$ cat src/rtl/sram.sv
// Single-port synchronous SRAM with a registered read port. Reset clears the
// output register and every stored word; out-of-range accesses are harmless.
module sram #(
   parameter int SIZE       = 16,
   parameter int DATA_WIDTH = 4,
   localparam int AW        = $clog2(SIZE)
) (
   input  logic                  clk,
   input  logic                  rst,
   input  logic                  en,
   input  logic                  rw,
   input  logic [AW-1:0]         addr,
   input  logic [DATA_WIDTH-1:0] in,
   output logic [DATA_WIDTH-1:0] out
);

   logic [DATA_WIDTH-1:0] mem [SIZE];
   logic                  addr_ok;

   // Only non-power-of-2 depths can see an address past the last word.
   generate
      if ((1 << AW) == SIZE) begin : g_full_range
         assign addr_ok = 1'b1;
      end else begin : g_partial_range
         assign addr_ok = ({1'b0, addr} < (AW+1)'(SIZE));
      end
   endgenerate

   always_ff @(posedge clk) begin
      if (rst) begin
         out <= '0;
         for (int i = 0; i < SIZE; i++) begin
            mem[i] <= '0;
         end
      end else if (en) begin
         if (rw) begin
            if (addr_ok) begin
               mem[addr] <= in;
            end
         end else begin
            out <= addr_ok ? mem[addr] : '0;
         end
      end
   end

endmodule

$ cat config.mk
export PLATFORM = sky130hd
export DESIGN_NAME = sram
export DESIGN_NICKNAME = d
export VERILOG_FILES = /design/src/rtl/sram.sv
export SDC_FILE = /design/constraint.sdc
export NUM_CORES = 1
export LEC_CHECK = 0
export CORE_UTILIZATION = 40
export DETAILED_ROUTE_END_ITERATION = 12
export GPL_ROUTABILITY_DRIVEN = 0
export PLACE_DENSITY_LB_ADDON = 0.05
export RECOVER_POWER = 100
export SYNTH_ARGS = -nofsm -noshare
export SYNTH_HDL_FRONTEND = slang
export SYNTH_SLANG_ARGS = --single-unit
export TNS_END_PERCENT = 20
$ cat constraint.sdc
create_clock -name clk -period 2.45 [get_ports clk]
set_clock_uncertainty 0.05 [all_clocks]
set_input_delay 0.3675 -clock clk [delete_from_list [all_inputs] [get_ports clk]]
set_output_delay 0.3675 -clock clk [all_outputs]
set_load 0.01 [all_outputs]
# Word-level counts from Yosys, hierarchy flattened
# Memories as Yosys holds them, arrays and structs flattened. A register that Yosys moved wholly into a read port is not among the register bits.
# Cells that the tools add are included.
[op_classes]
muxes = 9
n_bitwise = 1
reduce_logical = 2
[op_table]
columns = ["operator", "count"]
rows = [
  ["$mux 4", 2],
  ["$mux 1", 7],
  ["$reduce_or 4->1", 1],
  ["$reduce_and 2->1", 1],
  ["$not 1->1", 1],
]
[word_totals]
register_bits = 0
ramBits = 64
inputBits = 12
out_inout_bits = 4
word_cells = 13
memories = 1
[mem_list]
columns = ["name", "depth", "word_bits", "read_ports", "rd_ports_with_merged_regs", "write_ports", "line_no", "text"]
rows = [
  ["mem", 16, 4, 1, 1, 16, "17", "logic [DATA_WIDTH-1:0] mem [SIZE];"],
]

# Depth between registers and ports, before layout
[depth]
ltp_word = 6
depth_mapped = 7

# Worst setup path before layout
# No wires, ideal clock.
[synth_path]
kind = "input-to-reg"
start = "in addr[0]"
end = "mem mem[4][0] (enable)"
setup_time_ps = 297
arrival_ps = 1270
t_required_ps = 2103
slack_ps = 832
path_stages = 5
path_cell_list = "buf_2 -> or2_1 -> nand2b_4 -> nor2_1 -> or2_2"
[synth_lines]
columns = ["item", "line_no", "text"]
rows = [
  ["from (decl)", "12", "input logic [AW-1:0] addr,"],
  ["to (decl)", "17", ""],
]

==> metrics.csv <==
stage,metric,value,unit
finish,register area,0.00200,mm^2
critical_path,CP peak stage delay,0.63,ns
routing,Starting DRT DRC Count,77,
clock_tree,CTS max path bufs,2,
clock_tree,clk_lat worst skew,0.34,ns
synthesis,"FF+latch count, synth",68,
run_status,status,"finished, final reports clean",
power_and_ir_drop,Reg power frac,58.5,%
power_and_ir_drop,Logic pwr share,9.5,%
sta,final setup TNS,0,ns
clock_tree,Setup Buffers After CTS,0,
clock_tree,Clock Pin Slew Worst Setup and Hold Paths,0.07,ns
finish,Fill cells,773,
run,Max-Cap Viols,0,
global_route,initial antenna violation count,0,
sta,achievable clock frequency,475,MHz
critical_path,CP max FO,6,
critical_path,"Cell Chain, Critical Path",dlygate4sd3_1 > or2_0 > nand2b_1 > nor2_1 > or2_2,
place,Cells after DPL,377,
sta,endpoints failing setup,0,
synthesis,syn_nets,273,
synthesis,top cell type's share of synthesized area,57.3,%
finish,highest-count cells in the layout ignoring fill and taps,"64 x edfxtp_1, 35 x and2_0, 29 x and2_1",
finish,"non-filler cells, final",391,
finish,multi-input logic area,0.00121,mm^2
clock_tree,TritonCTS Buffers,9,
place,PortBufs,15,
finish,Ant. Diodes,0,
synthesis,Mapped Area,0.00335,mm^2
synthesis,Mapped Cells,261,
finish,Final #Nets,295,
power_and_ir_drop,Psw,537,uW
critical_path,Worst Setup Path Type,in2reg,
synthesis,ys flop type,edfxtp_1,
floorplan,standard-cell row count,33,
power_and_ir_drop,pwr dens,618,mW/mm^2
routing,DR vias,1934,
routing,DRC viols,0,
global_route,GRT Util Overall,18.6,%
critical_path,CP Launch Type,input pin,
sta,Final Hold Fails,0,
floorplan,Die Y,93.6,um
power_and_ir_drop,maximum vdd drop,0.215,mV
floorplan,# IOs,16,
routing,Post-Route WL,7120,um
global_route,total gr overflow,0,
critical_path,Worst setup EP type,flip-flop,
floorplan,die area,0.00875,mm^2
sta,normalized max-slew margin,51.4,%
critical_path,Crit path required time,2.45,ns
critical_path,Worst EP arrival,2.11,ns
sta,RSZ-0062 raised after global routing,no,
floorplan,Core Area,0.00818,mm^2
routing,post-route ant nets,0,
synthesis,"EDFF count, synth",64,
routing,Avg Vias per Cell,4.95,
clock_tree,H-tree depth,3,
sta,fin crit share,85.9,%
clock_tree,CTS Sinks,68,
routing,drt pass-1 iters,4,
synthesis,register area share after synthesis,59.7,%
synthesis,synth top area cells,"edfxtp_1 57%, and2_1 12%, mux2i_1 6.0%, or2_2 3.0%, dfxtp_1 2.4%",
critical_path,Crit path max-delay family,simple AND/OR/NAND/NOR gates,
finish,area delta synth->final,11.6,%
clock_tree,root buffer cell,clkbuf_8,
synthesis,Synth cell types,32,
sta,worst-margin pin slew,0.726,ns
global_route,vias in the first global route,2052,
floorplan,Initial Utilization,41.0,%
floorplan,die width,93.6,um
power_and_ir_drop,Leakage Power,0.00132,uW
power_and_ir_drop,internal power,1770,uW
clock_tree,CTS Hold Buffers Added,0,
routing,WL/cell,18.2,um
synthesis,Synth Warn #,0,
global_route,global-route wire length before repair,11400,um
clock_tree,CTS tree,done,
synthesis,largest area contributor in the netlist,edfxtp_1,
sta,max-slew violation count,0,
clock_tree,post-cts sizing count,0,
power_and_ir_drop,clock share of power,32.0,%
place,HPWL after DPL,4940,um
finish,layout cell share with drive strength beyond 1,16.1,%
sta,Final min period,2.10,ns
synthesis,syn_area_per_cell,12.8,um^2
critical_path,CP bufs+invs,1,
global_route,largest net degree at the start of global routing,32,
power_and_ir_drop,Final Power,2310,uW
min_path,Hold Crit Class,reg2reg,
synthesis,"FFs w/ async S/R, synth",0,%
power_and_ir_drop,sw frac,23.2,%
finish,"commonest non-fill, non-tap cell in the layout",edfxtp_1,
critical_path,"Slowest-stage cell, CP",dlygate4sd3_1,
## synthesized netlist by cell type, types with 4 or more instances
| library cell | instances |
|---|---|
| dfxtp_1 | 4 |
| mux2i_1 | 20 |
| clkbuf_1 | 8 |
| nor2_1 | 17 |
| and2_1 | 64 |
| o22ai_1 | 4 |
| a31oi_1 | 7 |
| nand2b_1 | 4 |
| mux2_2 | 4 |
| a311oi_1 | 4 |
| or2_2 | 16 |
| edfxtp_1 | 64 |
| nand2_1 | 9 |
| nand3_1 | 4 |
## worst reg2reg max path, delay by kind of cell (launching register included)
kind | cells | cell delay [ns]
muxes | 1 | 0.54
AOI/OAI and AO/OA | 2 | 0.23
DFF | 1 | 0.37
and+or+nand+nor | 1 | 0.09
## power by group through the flow
stage / Combinational, uW / Clock [uW] / Sequential (uW)
3_5_place_dp: 228 / 0 / 1380
3_3_place_gp: 227 / 0 / 1380
5_1_grt: 242 / 807 / 1360
2_1_floorplan: 146 / 0 / 1370
4_1_cts: 229 / 758 / 1350
6_report: 219 / 739 / 1350
## cells by family after synthesis
family / count (synthesis) / synth area share (%)
multiplexers: 28 / 10.1
AND/OR/NAND/NOR: 125 / 21.9
AO/OA/AOI/OAI: 23 / 4.70
buffers and inverters: 17 / 3.54
flip-flops: 68 / 59.7
## state kept, by name, indices dropped and copies added, names as in the netlist
register  count
out           4
mem          64
## layer usage
metal  share of wire (%)  track usage, %  wire length (um)  vias to the layer above
met5                   0               0                 0                        -
met4                 1.2            8.08                82                        0
li1                    -               -                 -                      978
met1                  48            24.4              3410                      921
met3                 3.6            3.17               254                        7
met2                  47            30.2              3370                       28
## worst paths after layout
kind              startpoint         to  slack (ns)  cells after the start
hold / removal        out[2]     out[2]        0.45                      2
setup reg to reg   mem[6][1]     out[1]        1.06                      4
hold reg to reg       out[2]     out[2]        0.45                      2
setup / recovery     addr[0]  mem[8][2]        0.35                      5
## final cells by class
class | count | area share (%)
sequential | 68 | 53.5
multi-input combinational | 176 | 32.4
timing repair buffer | 28 | 6.66
tap | 105 | 3.51
clock buffer | 10 | 3.41
clock inverter | 4 | 0.502
## through the flow
stage / worst slack [ns] / instance area [um^2] / hold WS (ns) / utilization (%)
final: 0.347 / 3740 / 0.448 / 45.8
after global placement: 0.191 / 3630 / 0.455 / 44.4
after global routing: 0.229 / 3740 / 0.466 / 45.8
after CTS: 0.537 / 3770 / 0.454 / 46.1
after detailed placement: 0.185 / 3630 / 0.444 / 44.4
after floorplan: 0.832 / 3350 / 0.468 / -
No activity file was read; power rests on OpenSTA's default activity.
